### config.mk
export PLATFORM = sky130hd
export DESIGN_NAME = peak_center_finder_flat
export DESIGN_NICKNAME = d
export VERILOG_FILES = /design/src/rtl/pcf_pkg.sv /design/src/rtl/peak_center_finder_if.sv /design/src/rtl/pcf_track.sv /design/src/rtl/peak_center_finder.sv /design/src/flat_wrapper.sv
export SDC_FILE = /design/constraint.sdc
export NUM_CORES = 1
export LEC_CHECK = 0
export BUFFER_PORTS_ARGS = -buffer_cell sky130_fd_sc_hd__buf_2
export CAP_MARGIN = 20
export CELL_PAD_IN_SITES_DETAIL_PLACEMENT = 2
export CELL_PAD_IN_SITES_GLOBAL_PLACEMENT = 2
export CORE_MARGIN = 2
export CORE_UTILIZATION = 40
export DETAILED_ROUTE_END_ITERATION = 8
export HOLD_SLACK_MARGIN = 0.15
export PLACE_DENSITY = 0.93
export RECOVER_POWER = 25
export REMOVE_ABC_BUFFERS = 1
export SLEW_MARGIN = 15
export SYNTH_ARGS = -nofsm -noshare
export SYNTH_HDL_FRONTEND = slang
export SYNTH_SLANG_ARGS = --single-unit
### constraint.sdc
create_clock -name clk -period 6.8 [get_ports clk]
set_input_delay 1.36 -clock clk [delete_from_list [all_inputs] [get_ports clk]]
set_output_delay 1.36 -clock clk [all_outputs]
set_load 0.01 [all_outputs]
### src/rtl/pcf_pkg.sv
// Shared types and helpers for the streaming frame peak/centre finder.
// State encoding and index-width helper used by the top and the tracker.
package pcf_pkg;

    typedef enum logic {
        IDLE = 1'b0,
        ACC  = 1'b1
    } pcf_state_e;

    function automatic int pcf_idx_w(input int len);
        return $clog2(len);
    endfunction

endpackage

### src/rtl/peak_center_finder_if.sv
// Sample-in / result-out bundle of the peak centre finder.
// PCF_THRESH_EN adds the thresh input and found output.
interface peak_center_finder_if #(
    parameter int DATA_W = 8,
    parameter int IDX_W  = 9
);

    logic [DATA_W-1:0] idata;
    logic              en_in;
    logic              sof;
    logic [DATA_W-1:0] max_data;
    logic [IDX_W-1:0]  max_id;
    logic [IDX_W-1:0]  cent_id;
    logic [IDX_W:0]    max_cnt;
    logic              en_out;
`ifdef PCF_THRESH_EN
    logic [DATA_W-1:0] thresh;
    logic              found;

    modport master (
        output idata, en_in, sof, thresh,
        input  max_data, max_id, cent_id, max_cnt, en_out, found
    );

    modport slave (
        input  idata, en_in, sof, thresh,
        output max_data, max_id, cent_id, max_cnt, en_out, found
    );
`else
    modport master (
        output idata, en_in, sof,
        input  max_data, max_id, cent_id, max_cnt, en_out
    );

    modport slave (
        input  idata, en_in, sof,
        output max_data, max_id, cent_id, max_cnt, en_out
    );
`endif

endinterface

### src/rtl/pcf_track.sv
// Compare/update datapath: running peak, first/last peak index, tie count.
// The nxt_* values include the current sample so the top can latch them.
module pcf_track
    import pcf_pkg::*;
#(
    parameter int DATA_W = 8,
    parameter int IDX_W  = 9
) (
    input  logic              clk,
    input  logic              rstn,
    input  logic              en,
    input  logic              start,
    input  logic              hit,
    input  logic [IDX_W-1:0]  idx,
    input  logic [DATA_W-1:0] data,
    output logic [DATA_W-1:0] nxt_max,
    output logic [IDX_W-1:0]  nxt_first,
    output logic [IDX_W-1:0]  nxt_last,
    output logic [IDX_W:0]    nxt_count,
    output logic              nxt_any
);

    logic [DATA_W-1:0] cur_max;
    logic [IDX_W-1:0]  first;
    logic [IDX_W-1:0]  last;
    logic [IDX_W:0]    count;
    logic              any_q;

    logic [DATA_W-1:0] b_max;
    logic              b_any;

    // index 0 starts from an empty frame, whatever the registers hold
    always_comb begin
        b_any     = start ? 1'b0 : any_q;
        b_max     = start ? '0 : cur_max;
        nxt_any   = b_any;
        nxt_max   = b_max;
        nxt_first = start ? '0 : first;
        nxt_last  = start ? '0 : last;
        nxt_count = start ? '0 : count;
        if (hit) begin
            if (!b_any || data > b_max) begin
                nxt_any   = 1'b1;
                nxt_max   = data;
                nxt_first = idx;
                nxt_last  = idx;
                nxt_count = (IDX_W+1)'(1);
            end else if (data == b_max) begin
                nxt_last  = idx;
                nxt_count = count + (IDX_W+1)'(1);
            end
        end
    end

    always_ff @(posedge clk or negedge rstn) begin
        if (!rstn) begin
            cur_max <= '0;
            first   <= '0;
            last    <= '0;
            count   <= '0;
            any_q   <= 1'b0;
        end else if (en) begin
            cur_max <= nxt_max;
            first   <= nxt_first;
            last    <= nxt_last;
            count   <= nxt_count;
            any_q   <= nxt_any;
        end
    end

endmodule

### src/rtl/peak_center_finder.sv
// Streaming frame peak locator: peak value, first index, span centre, count.
// Optional PCF_THRESH_EN: per-frame qualification threshold and found flag.
module peak_center_finder
    import pcf_pkg::*;
#(
    parameter int DATA_W    = 8,
    parameter int FRAME_LEN = 512
) (
    input logic                clk,
    input logic                rstn,
    peak_center_finder_if.slave bus
);

    localparam int IDX_W = pcf_idx_w(FRAME_LEN);
    localparam logic [IDX_W-1:0] LAST_IDX = IDX_W'(FRAME_LEN - 1);

    pcf_state_e state, state_n;

    logic [IDX_W-1:0]  cnt;
    logic [IDX_W-1:0]  idx;
    logic              start;
    logic              fin;
    logic              hit;

    logic [DATA_W-1:0] nxt_max;
    logic [IDX_W-1:0]  nxt_first;
    logic [IDX_W-1:0]  nxt_last;
    logic [IDX_W:0]    nxt_count;
    logic              nxt_any;
    logic [IDX_W:0]    span_sum;

    always_ff @(posedge clk or negedge rstn) begin
        if (!rstn) state <= IDLE;
        else       state <= state_n;
    end

    always_comb begin
        state_n = state;
        if (bus.en_in) state_n = fin ? IDLE : ACC;
    end

    // sof outranks the last-index check, so a restart never emits a result
    always_comb begin
        start = bus.en_in && (state == IDLE || bus.sof);
        idx   = start ? '0 : cnt;
        fin   = bus.en_in && (idx == LAST_IDX);
    end

`ifdef PCF_THRESH_EN
    logic [DATA_W-1:0] thr_q;
    logic [DATA_W-1:0] thr_eff;

    always_ff @(posedge clk or negedge rstn) begin
        if (!rstn)      thr_q <= '0;
        else if (start) thr_q <= bus.thresh;
    end

    assign thr_eff = start ? bus.thresh : thr_q;
    assign hit     = bus.en_in && (bus.idata >= thr_eff);
`else
    assign hit = bus.en_in;
`endif

    always_ff @(posedge clk or negedge rstn) begin
        if (!rstn)           cnt <= '0;
        else if (bus.en_in)  cnt <= fin ? '0 : idx + IDX_W'(1);
    end

    pcf_track #(
        .DATA_W (DATA_W),
        .IDX_W  (IDX_W)
    ) u_track (
        .clk       (clk),
        .rstn      (rstn),
        .en        (bus.en_in),
        .start     (start),
        .hit       (hit),
        .idx       (idx),
        .data      (bus.idata),
        .nxt_max   (nxt_max),
        .nxt_first (nxt_first),
        .nxt_last  (nxt_last),
        .nxt_count (nxt_count),
        .nxt_any   (nxt_any)
    );

    assign span_sum = {1'b0, nxt_first} + {1'b0, nxt_last};

    // a frame with no qualifying sample reports all zeros
    always_ff @(posedge clk or negedge rstn) begin
        if (!rstn) begin
            bus.en_out   <= 1'b0;
            bus.max_data <= '0;
            bus.max_id   <= '0;
            bus.cent_id  <= '0;
            bus.max_cnt  <= '0;
        end else begin
            bus.en_out <= fin;
            if (fin) begin
                bus.max_data <= nxt_any ? nxt_max : '0;
                bus.max_id   <= nxt_any ? nxt_first : '0;
                bus.cent_id  <= nxt_any ? span_sum[IDX_W:1] : '0;
                bus.max_cnt  <= nxt_any ? nxt_count : '0;
            end
        end
    end

`ifdef PCF_THRESH_EN
    always_ff @(posedge clk or negedge rstn) begin
        if (!rstn)    bus.found <= 1'b0;
        else if (fin) bus.found <= nxt_any;
    end
`endif

endmodule
### src/flat_wrapper.sv
// flat-port wrapper written by rule: the top's interface ports become plain ports
module peak_center_finder_flat import pcf_pkg::*;
#(
    parameter int DATA_W    = 8,
    parameter int FRAME_LEN = 512
)
  (clk, rstn, bus_idata, bus_en_in, bus_sof, bus_max_data, bus_max_id, bus_cent_id, bus_max_cnt, bus_en_out);
  peak_center_finder_if #(.DATA_W(DATA_W)) bus_i ();
  input logic clk;
  input logic rstn;
  input wire logic [$bits(bus_i.idata)-1:0] bus_idata;
  input wire logic [$bits(bus_i.en_in)-1:0] bus_en_in;
  input wire logic [$bits(bus_i.sof)-1:0] bus_sof;
  output wire logic [$bits(bus_i.max_data)-1:0] bus_max_data;
  output wire logic [$bits(bus_i.max_id)-1:0] bus_max_id;
  output wire logic [$bits(bus_i.cent_id)-1:0] bus_cent_id;
  output wire logic [$bits(bus_i.max_cnt)-1:0] bus_max_cnt;
  output wire logic [$bits(bus_i.en_out)-1:0] bus_en_out;
  assign bus_i.idata = bus_idata;
  assign bus_i.en_in = bus_en_in;
  assign bus_i.sof = bus_sof;
  assign bus_max_data = bus_i.max_data;
  assign bus_max_id = bus_i.max_id;
  assign bus_cent_id = bus_i.cent_id;
  assign bus_max_cnt = bus_i.max_cnt;
  assign bus_en_out = bus_i.en_out;
  peak_center_finder #(.DATA_W(DATA_W), .FRAME_LEN(FRAME_LEN)) u_core (.clk(clk), .rstn(rstn), .bus(bus_i));
endmodule
# Word-level counts from Yosys, hierarchy flattened
# Cells that the tools add are included.
# word_totals
inputBits	12
ff_bits	84
# op_classes
reduce_logical	5
addsub	3
n_eq_ne	2
magnitude_cmp	1
muxes	24
bitwise_logic	1
# ops
op	n
9-bit 2-to-1 mux	11
10-bit 2-to-1 mux	5
8-bit 2-to-1 mux	4
10-bit by 1-bit adder with 10-bit output, second input constant	1
9-bit by 9-bit adder with 10-bit output	1
9-bit by 1-bit adder with 9-bit output, second input constant	1
9-bit == test, second input constant	1
8-bit == test	1
8-bit greater-than comparator	1
1-bit 2-to-1 mux	4
1-bit logical AND	2
1-bit logical OR	2
1-bit logical NOT	1
1-bit NOT	1

# Depth between registers and ports, before layout
# Gate-level depths: netlist of run 1.
# depth
word_depth	10
ltp_mapped	22
ltp_nobuf	19

# Hierarchy
# From an unflattened synthesis of run 1, not the netlist that was laid out.
# hier_totals
hier_cells	528
area_unflattened_um2	5052.3
# by_module_without_submodules
mod	cells_each	area_per_inst_um2	n_inst
pcf_track	272	2686.3	1
peak_center_finder	256	2366.0	1

# Worst setup path before layout of run 1
# No wires, ideal clock.
# synth_timing
kind	input to register
startpoint	in bus_sof
endpoint	reg u_core.bus.cent_id[7]
arrival_ns	5.371
setup_slack_ns	1.309
setup_ns	0.120
required_time_ns	6.680
cell_stages	19
path_cell_list	nand2b_1 -> nand2_1 -> clkbuf_1 -> nand2_1 -> ha_1 -> nand4_2 -> o221a_1 -> and3b_1 -> a211oi_2 -> a22oi_1 -> inv_1 -> nand2_1 -> fa_1 -> a211oi_1 -> a211oi_1 -> o31a_1 -> a2111oi_1 -> o31ai_1 -> a31o_1
# synth_via
elab_chain_cells	9
# synth_rtl
element	line	text
start, declared	flat_wrapper.sv:13	input wire logic [$bits(bus_i.sof)-1:0] bus_sof;
1-bit logical OR *	peak_center_finder.sv:44	start = bus.en_in && (state == IDLE || bus.sof);
1-bit logical AND *	peak_center_finder.sv:44	
8-bit 2-to-1 mux or 1-bit 2-to-1 mux (tied branches)	pcf_track.sv:35, pcf_track.sv:34	
8-bit greater-than comparator (tied with other cells)	pcf_track.sv:42	if (!b_any || data > b_max) begin
1-bit logical OR or 9-bit 2-to-1 mux (tied branches)	pcf_track.sv:42, pcf_track.sv:48	
9-bit 2-to-1 mux	pcf_track.sv:42	
9-bit 2-to-1 mux	pcf_track.sv:41	if (hit) begin
9-bit by 9-bit adder with 10-bit output	peak_center_finder.sv:87	assign span_sum = {1'b0, nxt_first} + {1'b0, nxt_last};
9-bit 2-to-1 mux	peak_center_finder.sv:102	bus.cent_id <= nxt_any ? span_sum[IDX_W:1] : '0;
end signal, assigned	peak_center_finder.sv:102	
end, declared	peak_center_finder_if.sv:37	output max_data, max_id, cent_id, max_cnt, en_out
# Every way passes the cells marked *; elsewhere a longest branch is shown, timed or not.
# A chain may end at the register's enable or synchronous reset.

# Worst setup path after layout of run 1
# layout_timing
startpoint	in bus_en_in
endpoint	reg u_core.bus.cent_id[7]
# layout_via
elab_chain_cells	8
# layout_rtl
element	line	text
start, declared	flat_wrapper.sv:12	input wire logic [$bits(bus_i.en_in)-1:0] bus_en_in;
1-bit logical AND	peak_center_finder.sv:44	
8-bit 2-to-1 mux or 1-bit 2-to-1 mux (tied branches)	pcf_track.sv:35, pcf_track.sv:34	
8-bit greater-than comparator (tied with other cells)	pcf_track.sv:42	
1-bit logical OR or 9-bit 2-to-1 mux (tied branches)	pcf_track.sv:42, pcf_track.sv:48	
9-bit 2-to-1 mux	pcf_track.sv:42	
9-bit 2-to-1 mux *	pcf_track.sv:41	
via u_core.nxt_last[1]	peak_center_finder.sv:27	logic [IDX_W-1:0] nxt_last;
9-bit by 9-bit adder with 10-bit output *	peak_center_finder.sv:87	
9-bit 2-to-1 mux *	peak_center_finder.sv:102	
# The timed path passes the listed nets; every way through them passes the cells marked *.

==> impl_results.rst, run 1 <==
.. list-table::
   :header-rows: 1

   * - Metric
     - Value
   * - Row Count
     - 38
   * - Relative contribution of combinational cells to total power
     - 17.6%
   * - Top FF cell, synth
     - sky130_fd_sc_hd__dfrtp_1
   * - Total non-filler cell area in the finished layout
     - 5014 um^2
   * - Crit path arrival time
     - 6.57 ns
   * - Part of the power in registers
     - 48.9%
   * - Drt first pass iters
     - 4
   * - Part of the cycle the worst path needs
     - 92.65%
   * - Combinational family with the most area after synthesis
     - compound AO/OA/AOI/OAI gates
   * - Post-Synth Adder-Cell Area
     - 5.836%
   * - Biggest fanout along the worst timing path
     - 22
   * - Async SR Flop Fraction
     - 100.0%
   * - Violated checks
     - capacitance limit, slew limit
   * - Clock transition at the register clock pins on the worst setup and hold paths after CTS
     - 0.09 ns
   * - Depth of the worst register-to-register path
     - 18
   * - Minimum setup slack after placement
     - 0.4747 ns
   * - Cell accounting for the most synthesized area
     - sky130_fd_sc_hd__dfrtp_1
   * - I/O pin total
     - 49
   * - RSZ-0062 raised after global routing
     - false
   * - Class of the most critical setup path
     - input port to flop
   * - Detailed-route wire length
     - 15150 um
   * - Net switching fraction of the power
     - 33.17%
   * - Number of distinct library cell variants in the gate-level netlist after synthesis
     - 65
   * - Final TNS setup
     - 0 ns
   * - Share of cells above drive strength 1
     - 17.90%
   * - Worst path top cell family by delay
     - compound AO/OA/AOI/OAI gates
   * - Total number of nets in the final design
     - 541
   * - Initial core utilization
     - 40.92%
   * - Cell count after synthesis
     - 461
   * - Cell at the root of the clock tree
     - sky130_fd_sc_hd__clkbuf_8
   * - Sum of internal, switching and leakage power
     - 1.126 mW
   * - Minimum clock period after layout
     - 6.300 ns
   * - Footprint of the multi-input gates
     - 2147 um^2
   * - # H-tree levels
     - 3
   * - Filler instances
     - 1128
   * - Top routing layer in use
     - met4
   * - Count of pins over their slew limit
     - 87
   * - PostCTS Resize Cnt
     - 0
   * - Worst path slowest cell
     - sky130_fd_sc_hd__clkbuf_1
   * - Register bit total from synthesis
     - 84
   * - Routed WL per cell
     - 23.16 um
   * - Largest voltage drop on the vdd net
     - 0.1234 mV
   * - Via count of the first global-routing pass
     - 4355
   * - Number of instances on the worst hold path
     - 2
   * - Main area contributors after synthesis
     - sky130_fd_sc_hd__dfrtp_1 48%, sky130_fd_sc_hd__nand2_1 7.4%, sky130_fd_sc_hd__ha_1 5.4%, sky130_fd_sc_hd__o21ai_0 5.1%, sky130_fd_sc_hd__a22o_1 2.8%
   * - Routability-driven placement congestion ratio
     - 0.8185
   * - Antenna violations before repair
     - 0
   * - Pwr dens
     - 224.5 nW/um^2
   * - Area post-placement
     - 4825 um^2
   * - Buffer and inverter count on the worst path
     - 4
   * - Leak pwr
     - 2.490 nW
   * - Metal3 WL
     - 526 um
   * - Setup skew after layout
     - 0.01823 ns
   * - Via count
     - 3923
   * - Met2 layer wire length in the routed design
     - 7591 um
   * - Hold violation count in the final report
     - 0
   * - Post-DP HPWL
     - 10490 um
   * - Final-report setup violation count
     - 0
   * - Area of the die
     - 11900 um^2
   * - Run status
     - complete, but fails checks
   * - Global-route usage over all layers
     - 27.32%
   * - Max-cap viol count
     - 2
   * - Post-synthesis mux area share
     - 2.493%
   * - Layout overhead on the synthesized area
     - 13.51%
   * - F_max
     - 0.1587 GHz
   * - Fraction of the mapped netlist area in compound gates
     - 22.12%
   * - Largest stage delay on the critical path
     - 0.84 ns
   * - Number of buffers added to fix hold violations after cts
     - 0
   * - Met1 Wirelength
     - 6552 um
   * - Worst slew slack as a fraction of its limit
     - -75.75%
   * - Remaining DRCs
     - 0
   * - Mean area per synthesized cell
     - 9.581 um^2
   * - Worst reg2reg endpoint
     - u_core.bus.cent_id[7]
   * - Critical path endpoint category
     - flop
   * - Final worst-path setup slack
     - 0.5001 ns
   * - Post-CTS setup buffer count
     - 0
   * - Total clock buffers created by CTS
     - 9
   * - Number of flops mapped to enable cells by yosys
     - 0
   * - Maximum number of pins on one net before global-route repair
     - 48
   * - Yosys warnings
     - 0
   * - Area share of the largest cell type after synthesis
     - 47.59%
   * - Cell repeated most along the worst path
     - sky130_fd_sc_hd__a211oi_1
   * - Vias per cell
     - 5.998
   * - Commonest non-fill, non-tap cell in the layout
     - sky130_fd_sc_hd__nand2_1
   * - XOR/XNOR Fraction of Synth Area
     - 0.5949%
   * - Endpoint of the worst hold-timing path
     - u_core.bus.max_cnt[8]
   * - Count of port buffers added during placement
     - 48
   * - Share of total power in the clock network
     - 33.6%
   * - Sum of overflow across all layers after global routing
     - 0
   * - Worst reg2reg path startpoint
     - u_core.state
   * - TritonCTS clock tree
     - yes
   * - Internal power summed over all cells
     - 0.7522 mW
   * - Wire length of the first global-routing pass
     - 24410 um
   * - Fraction of the yosys area taken by sequential cells
     - 47.59%
   * - Number of buffers between clock root and the deepest sink
     - 2
   * - Setup slack of the most critical reg-to-reg path
     - 1.28 ns
   * - Simple-gate area share of the yosys netlist
     - 17.56%
   * - Post-detailed-route count of antenna-violating nets
     - 0
   * - Clock latency on the worst-skew pair
     - 0.40 ns
   * - Die width
     - 109.1 um
   * - CP required
     - 7.08 ns
   * - Startpoint of the worst hold path
     - u_core.bus.max_cnt[8]
   * - Net Sw Power
     - 0.3733 mW
   * - Slew of the pin with the lowest slew margin
     - 2.636 ns
   * - Area of the placeable core
     - 10790 um^2
   * - Area taken by flip-flops and latches
     - 2102 um^2
   * - Post-Synthesis Cell Area
     - 4417 um^2
   * - CP startpoint kind
     - input port
   * - Number of design-rule violations left by the first detailed-router iteration
     - 144
   * - Hold WC Path Type
     - flop to flop
   * - Overall die height
     - 109.1 um
   * - Most frequent cells in the layout
     - 87 x sky130_fd_sc_hd__nand2_1, 84 x sky130_fd_sc_hd__dfrtp_1, 47 x sky130_fd_sc_hd__buf_2
   * - TritonCTS sink count
     - 84
   * - Antenna cells
     - 0
   * - Worst path cell trace
     - buf_2, clkbuf_1, inv_2, o221a_1, nand3b_1, o21ai_1, o21ai_0, inv_1, fa_1, a211oi_1, a211oi_1, o31a_1, a2111oi_1, o31ai_1, a31o_1
-- layer usage --
metal / track usage [%] / vias to the layer above
li1: - / 1765
met4: 12.64 / 0
met1: 34.01 / 2017
met2: 47.34 / 105
met5: 0 / -
met3: 3.108 / 36
-- logic make-up after synthesis --
logic type / count (synthesis)
and+or+nand+nor: 167
adders and majority gates: 20
xor gates and xnor gates: 3
DFF: 84
muxes: 10
AOI/OAI and AO/OA: 135
buffers and inverters: 42
-- worst reg2reg max path: cells and delay by family (launching register included) --
family	cells	cell delay, ns
DFF	1	0.39
AOI/OAI and AO/OA	9	2.77
adders and majority gates	2	0.82
and+or+nand+nor	6	1.25
buffers and inverters	1	0.18
-- worst max path at each step --
stage          cells past startpoint  slack [ns]                     to  startpoint
5_1_grt                           19        0.31  u_core.bus.cent_id[7]     bus_sof
3_5_place_dp                      19        0.47  u_core.bus.cent_id[7]     bus_sof
6_report                          15        0.50  u_core.bus.cent_id[7]   bus_en_in
4_1_cts                           19        0.63  u_core.bus.cent_id[7]     bus_sof
2_1_floorplan                     18        1.09  u_core.bus.cent_id[5]     bus_sof
3_3_place_gp                      19        1.17  u_core.bus.cent_id[7]     bus_sof
-- cell usage after synthesis, types with 6 or more instances --
cell and n:
sky130_fd_sc_hd__o21ai_0 45, sky130_fd_sc_hd__mux2_2 8, sky130_fd_sc_hd__inv_1 19, sky130_fd_sc_hd__a22o_1 14
sky130_fd_sc_hd__a31oi_1 9, sky130_fd_sc_hd__nand4_1 6, sky130_fd_sc_hd__nor2b_1 6, sky130_fd_sc_hd__nand2_1 87
sky130_fd_sc_hd__a21oi_1 7, sky130_fd_sc_hd__nor3_1 6, sky130_fd_sc_hd__clkbuf_1 16, sky130_fd_sc_hd__nor2_1 22
sky130_fd_sc_hd__dfrtp_1 84, sky130_fd_sc_hd__o31ai_1 7, sky130_fd_sc_hd__nand3_1 16, sky130_fd_sc_hd__o211ai_1 7
sky130_fd_sc_hd__ha_1 19
-- power by group through the flow --
stage,Clock [mW],Combinational [mW],Sequential [mW]
floorplan,0,0.114,0.546
global placement,0,0.170,0.552
detailed placement,0,0.191,0.556
CTS,0.381,0.197,0.548
global route,0.397,0.216,0.552
finish,0.378,0.198,0.550
-- stage by stage --
| stage | utilization, % | hold WS (ns) | std cells |
|---|---|---|---|
| 4_1_cts | 46.56 | 0.4896 | 654 |
| 5_1_grt | 46.45 | 0.5111 | 654 |
| 2_1_floorplan | - | 0.4387 | 439 |
| 3_5_place_dp | 44.70 | 0.4649 | 638 |
| 6_report | 46.45 | 0.4799 | 654 |
| 3_3_place_gp | 44.70 | 0.4534 | 638 |
-- sequential cells by signal, summed over array words and instances, names as in the netlist --
register                count
u_core.u_track.last         9
u_core.bus.max_id           9
u_core.u_track.count       10
u_core.cnt                  9
u_core.state                1
u_core.u_track.first        9
u_core.bus.cent_id          9
u_core.bus.en_out           1
u_core.bus.max_data         8
u_core.bus.max_cnt         10
u_core.u_track.cur_max      8
u_core.u_track.any_q        1
-- cell type report --
| class | instances | share of cell area (%) |
|---|---|---|
| repair buffers | 59 | 6.264 |
| multi-input cells | 335 | 42.83 |
| well taps | 140 | 3.494 |
| clock buffers | 9 | 2.471 |
| flip-flops and latches | 84 | 41.93 |
| inverters | 20 | 1.497 |
| clock inverters | 7 | 1.522 |
(Power assumes the default switching activity.)
==> run 2, diff against run 1 <==
- CORE_UTILIZATION: 40 -> 37
- PLACE_DENSITY: 0.93 -> 0.87
- clock period: 6.8 -> 6.3 ns (I/O delays scaled with it)
==> run 2 against run 1 <==
  * The flow finishes with violations (DRC, capacitance limit, slew limit)
  * Routed wire length fell by 7.9%
  * Cell count rose by 0.46%
  * Sequential share of layout area fell by 0.76 points
  * Sequential cell count did not move
  * Final area rose by 1.8%
  * Setup slack got worse by 0.012 ns
  * Power rose by 17%
  * Highest routed layer unchanged
==> impl_results.rst, run 2 (same netlist as run 1, synthesis figures left out) <==
.. list-table::
   :header-rows: 1

   * - Metric
     - Value
   * - Routed WL per cell
     - 21.24 um (was 23.16 um)
   * - Origin of the worst setup path
     - bus_sof (was bus_en_in)
   * - Area post-placement
     - 4828 um^2 (was 4825 um^2)
   * - Row Count
     - 39 (was 38)
   * - Area taken by flip-flops and latches
     - 2102 um^2 (unchanged)
   * - Worst hold margin
     - 0.4786 ns (was 0.4799 ns)
   * - Filler instances
     - 1221 (was 1128)
   * - I/O pin total
     - 49 (unchanged)
   * - Setup skew after layout
     - 0.006168 ns (was 0.01823 ns)
   * - Drt first pass iters
     - 6 (was 4)
   * - Count of port buffers added during placement
     - 48 (unchanged)
   * - Initial core utilization
     - 38.35% (was 40.92%)
   * - CP required
     - 6.53 ns (was 7.08 ns)
   * - Depth of the worst register-to-register path
     - 17 (was 18)
   * - Leak pwr
     - 2.537 nW (was 2.490 nW)
   * - Via count
     - 3852 (was 3923)
   * - Part of the cycle the worst path needs
     - 92.25%
   * - Most frequent cells in the layout
     - 87 x sky130_fd_sc_hd__nand2_1, 84 x sky130_fd_sc_hd__dfrtp_1, 47 x sky130_fd_sc_hd__buf_2 (unchanged)
   * - Startpoint of the worst hold path
     - u_core.bus.max_id[1] (was u_core.bus.max_cnt[8])
   * - Total number of nets in the final design
     - 541 (unchanged)
   * - # H-tree levels
     - 3 (unchanged)
   * - Post-detailed-route count of antenna-violating nets
     - 0 (unchanged)
   * - Worst slew slack as a fraction of its limit
     - -207.1% (was -75.75%)
   * - Area of the die
     - 12830 um^2 (was 11900 um^2)
   * - Biggest fanout along the worst timing path
     - 13 (was 22)
   * - Number of design-rule violations left by the first detailed-router iteration
     - 238 (was 144)
   * - Maximum number of pins on one net before global-route repair
     - 84 (was 48)
   * - Minimum clock period after layout
     - 5.812 ns
   * - Global-route usage over all layers
     - 23.44% (was 27.32%)
   * - RSZ-0062 raised after global routing
     - false (unchanged)
   * - Setup slack of the most critical reg-to-reg path
     - 1.22 ns (was 1.28 ns)
   * - Antenna violations before repair
     - 0 (unchanged)
   * - Worst setup endpoint
     - u_core.bus.cent_id[7] (unchanged)
   * - Remaining DRCs
     - 2 (was 0)
   * - Post-DP HPWL
     - 9418 um (was 10490 um)
   * - Layout Cells excl Fill
     - 657 (was 654)
   * - Clock latency on the worst-skew pair
     - 0.35 ns (was 0.40 ns)
   * - Run status
     - complete, but fails checks (unchanged)
   * - TritonCTS clock tree
     - yes (unchanged)
   * - Overall die height
     - 113.3 um (was 109.1 um)
   * - Layout overhead on the synthesized area
     - 15.61% (was 13.51%)
   * - Slew of the pin with the lowest slew margin
     - 4.607 ns (was 2.636 ns)
   * - CP startpoint kind
     - input port (unchanged)
   * - Crit path arrival time
     - 6.05 ns (was 6.57 ns)
   * - Share of cells above drive strength 1
     - 17.90% (unchanged)
   * - Wire length of the first global-routing pass
     - 23600 um (was 24410 um)
   * - Hold violation count in the final report
     - 0 (unchanged)
   * - Total non-filler cell area in the finished layout
     - 5106 um^2 (was 5014 um^2)
   * - Antenna cells
     - 0 (unchanged)
   * - Final-report setup violation count
     - 0 (unchanged)
   * - Worst reg2reg path startpoint
     - u_core.state (unchanged)
   * - Total clock buffers created by CTS
     - 9 (unchanged)
   * - Critical path endpoint category
     - flop (unchanged)
   * - Clock transition at the register clock pins on the worst setup and hold paths after CTS
     - 0.06 ns (was 0.09 ns)
   * - Class of the most critical setup path
     - input port to flop (unchanged)
   * - Number of placed instances with taps included
     - 641 (was 638)
   * - Area of the placeable core
     - 11520 um^2 (was 10790 um^2)
   * - Violated checks
     - DRC, capacitance limit, slew limit (was capacitance limit, slew limit)
   * - TritonCTS sink count
     - 84 (unchanged)
   * - Via count of the first global-routing pass
     - 4354 (was 4355)
   * - Cell at the root of the clock tree
     - sky130_fd_sc_hd__clkbuf_16 (was sky130_fd_sc_hd__clkbuf_8)
   * - Biggest regs
     - u_core.bus.max_cnt x10, u_core.u_track.count x10 (unchanged)
   * - Worst reg2reg endpoint
     - u_core.bus.cent_id[7] (unchanged)
   * - Number of buffers between clock root and the deepest sink
     - 2 (unchanged)
   * - Final TNS setup
     - 0 ns (unchanged)
   * - Commonest non-fill, non-tap cell in the layout
     - sky130_fd_sc_hd__nand2_1 (unchanged)
   * - Vias per cell
     - 5.863 (was 5.998)
   * - Pwr dens
     - 258.1 nW/um^2 (was 224.5 nW/um^2)
   * - Hold WC Path Type
     - flop to flop (unchanged)
   * - Post-CTS setup buffer count
     - 0 (unchanged)
   * - Die width
     - 113.3 um (was 109.1 um)
   * - Largest voltage drop on the vdd net
     - 0.1329 mV (was 0.1234 mV)
   * - Max-cap viol count
     - 1 (was 2)
   * - Detailed-route wire length
     - 13950 um (was 15150 um)
   * - F_max
     - 0.1721 GHz
   * - Routability-driven placement congestion ratio
     - 0.8150 (was 0.8185)
   * - Count of pins over their slew limit
     - 84 (was 87)
   * - Sum of overflow across all layers after global routing
     - 0 (unchanged)
   * - Footprint of the multi-input gates
     - 2147 um^2 (unchanged)
==> run 2: layout make-up <==
class	instances	area share, %
Clock buffer	12	5.219
Clock inverter	4	0.4411
Inverter	20	1.470
Multi-Input combinational cell	335	42.05
Sequential cell	84	41.17
Tap cell	143	3.504
Timing Repair Buffer	59	6.150
==> run 2: worst min-delay path by stage <==
| stage | to | cells after the start |
|---|---|---|
| after floorplan | u_core.u_track.first[1] | 2 |
| after global placement | u_core.bus.max_id[6] | 2 |
| after detailed placement | u_core.bus.max_cnt[8] | 2 |
| after CTS | u_core.bus.max_cnt[8] | 2 |
| after global routing | u_core.bus.max_id[1] | 2 |
| final | u_core.bus.max_id[1] | 2 |
==> run 2: report_power, final <==
| part | total [mW] | internal (mW) | switching, mW |
|---|---|---|---|
| combinational | 0.204 | 0.0630 | 0.141 |
| sequential | 0.592 | 0.566 | 0.0260 |
| clock | 0.521 | 0.298 | 0.224 |
| total | 1.32 | 0.927 | 0.391 |
==> run 2: timing repair <==
action	4_1_cts	5_1_grt
gates resized for setup	0	1
endpoints found under the setup margin	0	1
hold buffers	0	0
endpoints found under the hold margin	0	0
==> run 2: routing by layer <==
metal  wire, um  vias to the layer above  global-route usage (%)
met5          0                        -                       0
met4        331                        0                   9.350
met3        404                       28                   3.374
met2       7141                       73                   40.56
met1       6075                     1992                   29.58
li1           -                     1759                       -
==> run 2: metrics by stage <==
step	setup slack (ns)	util [%]	total power, mW
2_1_floorplan	0.6931	-	0.7128
3_3_place_gp	0.6433	41.93	0.7824
6_report	0.4882	44.34	1.318
4_1_cts	0.5351	44.44	1.329
5_1_grt	0.07224	44.34	1.378
3_5_place_dp	0.2926	41.93	0.8000
==> run 2: critical path, cell delays in order <==
cell and delay (ns):
sky130_fd_sc_hd__buf_2 0.10, sky130_fd_sc_hd__nand2b_1 0.23, sky130_fd_sc_hd__nand2_1 0.41, sky130_fd_sc_hd__nand2_1 0.17
sky130_fd_sc_hd__ha_1 0.35, sky130_fd_sc_hd__a211oi_1 0.24, sky130_fd_sc_hd__nor2_1 0.10, sky130_fd_sc_hd__nand3b_1 0.26
sky130_fd_sc_hd__o21ai_1 0.39, sky130_fd_sc_hd__nand2_1 0.15, sky130_fd_sc_hd__o21ai_0 0.18, sky130_fd_sc_hd__inv_1 0.12
sky130_fd_sc_hd__fa_1 0.51, sky130_fd_sc_hd__a211oi_1 0.25, sky130_fd_sc_hd__a211oi_1 0.09, sky130_fd_sc_hd__o31a_1 0.29
sky130_fd_sc_hd__a2111oi_1 0.56, sky130_fd_sc_hd__o31ai_1 0.14, sky130_fd_sc_hd__a31o_1 0.23
==> run 3, diff against run 2 <==
- BUFFER_PORTS_ARGS: -buffer_cell sky130_fd_sc_hd__buf_2 -> -buffer_cell sky130_fd_sc_hd__clkbuf_2
- CAP_MARGIN: 20 -> 25
==> run 3 against run 2 <==
  * The run still ends with DRC, capacitance limit, slew limit left
  * Hold slack lost 0.0024 ns
  * Utilization grew 0.33 points
  * First-iteration DRC count shrank 40%
  * Die area is the same
  * Clock skew grew 0.0010 ns
  * Highest routed layer unchanged
==> impl_results.rst, run 3 (same netlist as run 1, synthesis figures left out) <==
.. list-table::
   :header-rows: 1

   * - Metric
     - Value
   * - Run status
     - complete, but fails checks (unchanged)
   * - Violated checks
     - DRC, capacitance limit, slew limit (unchanged)
   * - Detailed-route wire length
     - 13530 um (was 13950 um)
   * - Layout overhead on the synthesized area
     - 16.46% (was 15.61%)
   * - Die width
     - 113.3 um (unchanged)
   * - Crit path arrival time
     - 5.86 ns (was 6.05 ns)
   * - Drt first pass iters
     - 6 (unchanged)
   * - Commonest non-fill, non-tap cell in the layout
     - sky130_fd_sc_hd__nand2_1 (unchanged)
   * - Post-CTS setup buffer count
     - 0 (unchanged)
   * - Most frequent cells in the layout
     - 87 x sky130_fd_sc_hd__nand2_1, 84 x sky130_fd_sc_hd__dfrtp_1, 47 x sky130_fd_sc_hd__clkbuf_2 (was 87 x sky130_fd_sc_hd__nand2_1, 84 x sky130_fd_sc_hd__dfrtp_1, 47 x sky130_fd_sc_hd__buf_2)
   * - Via count
     - 3849 (was 3852)
   * - Biggest fanout along the worst timing path
     - 9 (was 13)
   * - I/O pin total
     - 49 (unchanged)
   * - Biggest regs
     - u_core.bus.max_cnt x10, u_core.u_track.count x10 (unchanged)
   * - Final worst-path setup slack
     - 0.6944 ns (was 0.4882 ns)
   * - Maximum number of pins on one net before global-route repair
     - 52 (was 84)
   * - Wire length of the first global-routing pass
     - 23070 um (was 23600 um)
   * - Number of design-rule violations left by the first detailed-router iteration
     - 143 (was 238)
   * - Minimum clock period after layout
     - 5.606 ns (was 5.812 ns)
   * - Sum of overflow across all layers after global routing
     - 0 (unchanged)
   * - Count of pins over their slew limit
     - 85 (was 84)
   * - CP required
     - 6.55 ns (was 6.53 ns)
   * - Antenna violations before repair
     - 0 (unchanged)
   * - Slew of the pin with the lowest slew margin
     - 2.819 ns (was 4.607 ns)
   * - Cell at the root of the clock tree
     - sky130_fd_sc_hd__clkbuf_16 (unchanged)
   * - Worst slew slack as a fraction of its limit
     - -87.92% (was -207.1%)
   * - Remaining DRCs
     - 2 (unchanged)
   * - CP startpoint kind
     - input port (unchanged)
   * - Number of buffers added to fix hold violations after cts
     - 0 (unchanged)
   * - Count of port buffers added during placement
     - 48 (unchanged)
   * - Post-DP HPWL
     - 9767 um (was 9418 um)
   * - Clock latency on the worst-skew pair
     - 0.35 ns (about the same)
   * - Largest voltage drop on the vdd net
     - 0.1238 mV (was 0.1329 mV)
   * - Critical path endpoint category
     - flop (unchanged)
   * - TritonCTS clock tree
     - yes (unchanged)
   * - Hold violation count in the final report
     - 0 (unchanged)
   * - # H-tree levels
     - 3 (unchanged)
   * - Area of the die
     - 12830 um^2 (unchanged)
   * - TritonCTS sink count
     - 84 (unchanged)
   * - Hold WC Path Type
     - flop to flop (unchanged)
   * - Number of buffers between clock root and the deepest sink
     - 2 (unchanged)
   * - Routability-driven placement congestion ratio
     - 0.8355 (was 0.8150)
   * - Class of the most critical setup path
     - input port to flop (unchanged)
   * - Final-report setup violation count
     - 0 (unchanged)
   * - Row Count
     - 39 (unchanged)
   * - PostCTS Resize Cnt
     - 0 (unchanged)
   * - Overall die height
     - 113.3 um (unchanged)
   * - Antenna cells
     - 0 (unchanged)
   * - Pwr dens
     - 266.5 nW/um^2 (was 258.1 nW/um^2)
   * - F_max
     - 0.1784 GHz (was 0.1721 GHz)
   * - Worst hold margin
     - 0.4762 ns (was 0.4786 ns)
   * - Via count of the first global-routing pass
     - 4342 (was 4354)
   * - Clock transition at the register clock pins on the worst setup and hold paths after CTS
     - 0.06 ns (about the same)
   * - Leak pwr
     - 2.517 nW (was 2.537 nW)
   * - Post-detailed-route count of antenna-violating nets
     - 0 (unchanged)
   * - Part of the cycle the worst path needs
     - 88.98% (was 92.25%)
   * - Final TNS setup
     - 0 ns (unchanged)
   * - Total number of nets in the final design
     - 542 (was 541)
   * - Routed WL per cell
     - 20.55 um (was 21.24 um)
   * - Setup skew after layout
     - 0.007177 ns (was 0.006168 ns)
   * - RSZ-0062 raised after global routing
     - false (unchanged)
   * - Minimum setup slack after placement
     - 0.4507 ns (was 0.2926 ns)
   * - Global-route usage over all layers
     - 22.90% (was 23.44%)
   * - Initial core utilization
     - 38.35% (unchanged)
   * - Area of the placeable core
     - 11520 um^2 (unchanged)
   * - Total clock buffers created by CTS
     - 9 (unchanged)
   * - Vias per cell
     - 5.850 (was 5.863)
   * - Share of cells above drive strength 1
     - 17.67% (was 17.90%)
   * - Max-cap viol count
     - 2 (was 1)
-- run 3: cell count changes in the layout (fill, tap and decap cells not counted), sizes merged --
cell and change:
bufinv +2, clkbuf +47, clkinv -2, buf -46
-- run 3: metal layers --
metal  global-route usage, %  share of wire (%)  vias to the layer above
met4                   9.268                2.3                        0
met1                   29.25                 45                     1993
li1                        -                  -                     1765
met5                       0                  0                        -
met2                   39.08                 50                       69
met3                   3.374                2.6                       22
-- run 3: worst paths after layout --
| path | endpoint | startpoint | cells after the start | slack [ns] |
|---|---|---|---|---|
| worst max-delay path | u_core.bus.cent_id[5] | bus_sof | 17 | 0.69 |
| worst min-delay path | u_core.bus.max_id[8] | u_core.bus.max_id[8] | 2 | 0.48 |
| worst max register to register | u_core.bus.cent_id[5] | u_core.state | 17 | 1.39 |
| worst min register to register | u_core.bus.max_id[8] | u_core.bus.max_id[8] | 2 | 0.48 |
| max in group asynchronous | u_core.bus.cent_id[6] | rstn | 3 | 1.35 |
| min in group asynchronous | u_core.bus.max_data[3] | rstn | 1 | 0.69 |
-- run 3: worst max-delay path, cell delays in order --
cell and delay [ns]:
sky130_fd_sc_hd__clkbuf_2 0.09, sky130_fd_sc_hd__nand2b_1 0.21, sky130_fd_sc_hd__nand2_1 0.30, sky130_fd_sc_hd__nand2_1 0.15
sky130_fd_sc_hd__ha_1 0.36, sky130_fd_sc_hd__nand4_1 0.19, sky130_fd_sc_hd__o21ai_0 0.46, sky130_fd_sc_hd__o21ai_1 0.23
sky130_fd_sc_hd__o21ai_0 0.37, sky130_fd_sc_hd__inv_1 0.12, sky130_fd_sc_hd__fa_1 0.52, sky130_fd_sc_hd__a211oi_1 0.27
sky130_fd_sc_hd__a211oi_1 0.10, sky130_fd_sc_hd__o31a_1 0.29, sky130_fd_sc_hd__a2111oi_1 0.56, sky130_fd_sc_hd__nor3_1 0.11
sky130_fd_sc_hd__o31ai_1 0.26
-- run 3: cell type report --
cell class / count / area, um^2
clock buffer: 12 / 246.5
clock inverter: 4 / 72.57
fill: 1266 / 6372
inverter: 20 / 75.07
multi-input combinational: 335 / 2147
sequential: 84 / 2102
tap: 143 / 178.9
timing repair buffer: 60 / 321.6
-- run 3: power by group --
group	leakage [nW]	switching (mW)	total [mW]	internal [mW]
sequential	1.14	0.0237	0.590	0.566
combinational	1.23	0.140	0.205	0.0642
clock	0.153	0.219	0.577	0.358
-- run 3: metrics by stage --
step	util [%]	std cells	cell area [um^2]	power, mW
detailed placement	42.17	642	4856	0.8017
floorplan	-	439	4324	0.7128
CTS	44.94	658	5175	1.383
global placement	41.93	641	4828	0.7821
finish	44.67	658	5144	1.371
global route	44.67	658	5144	1.429
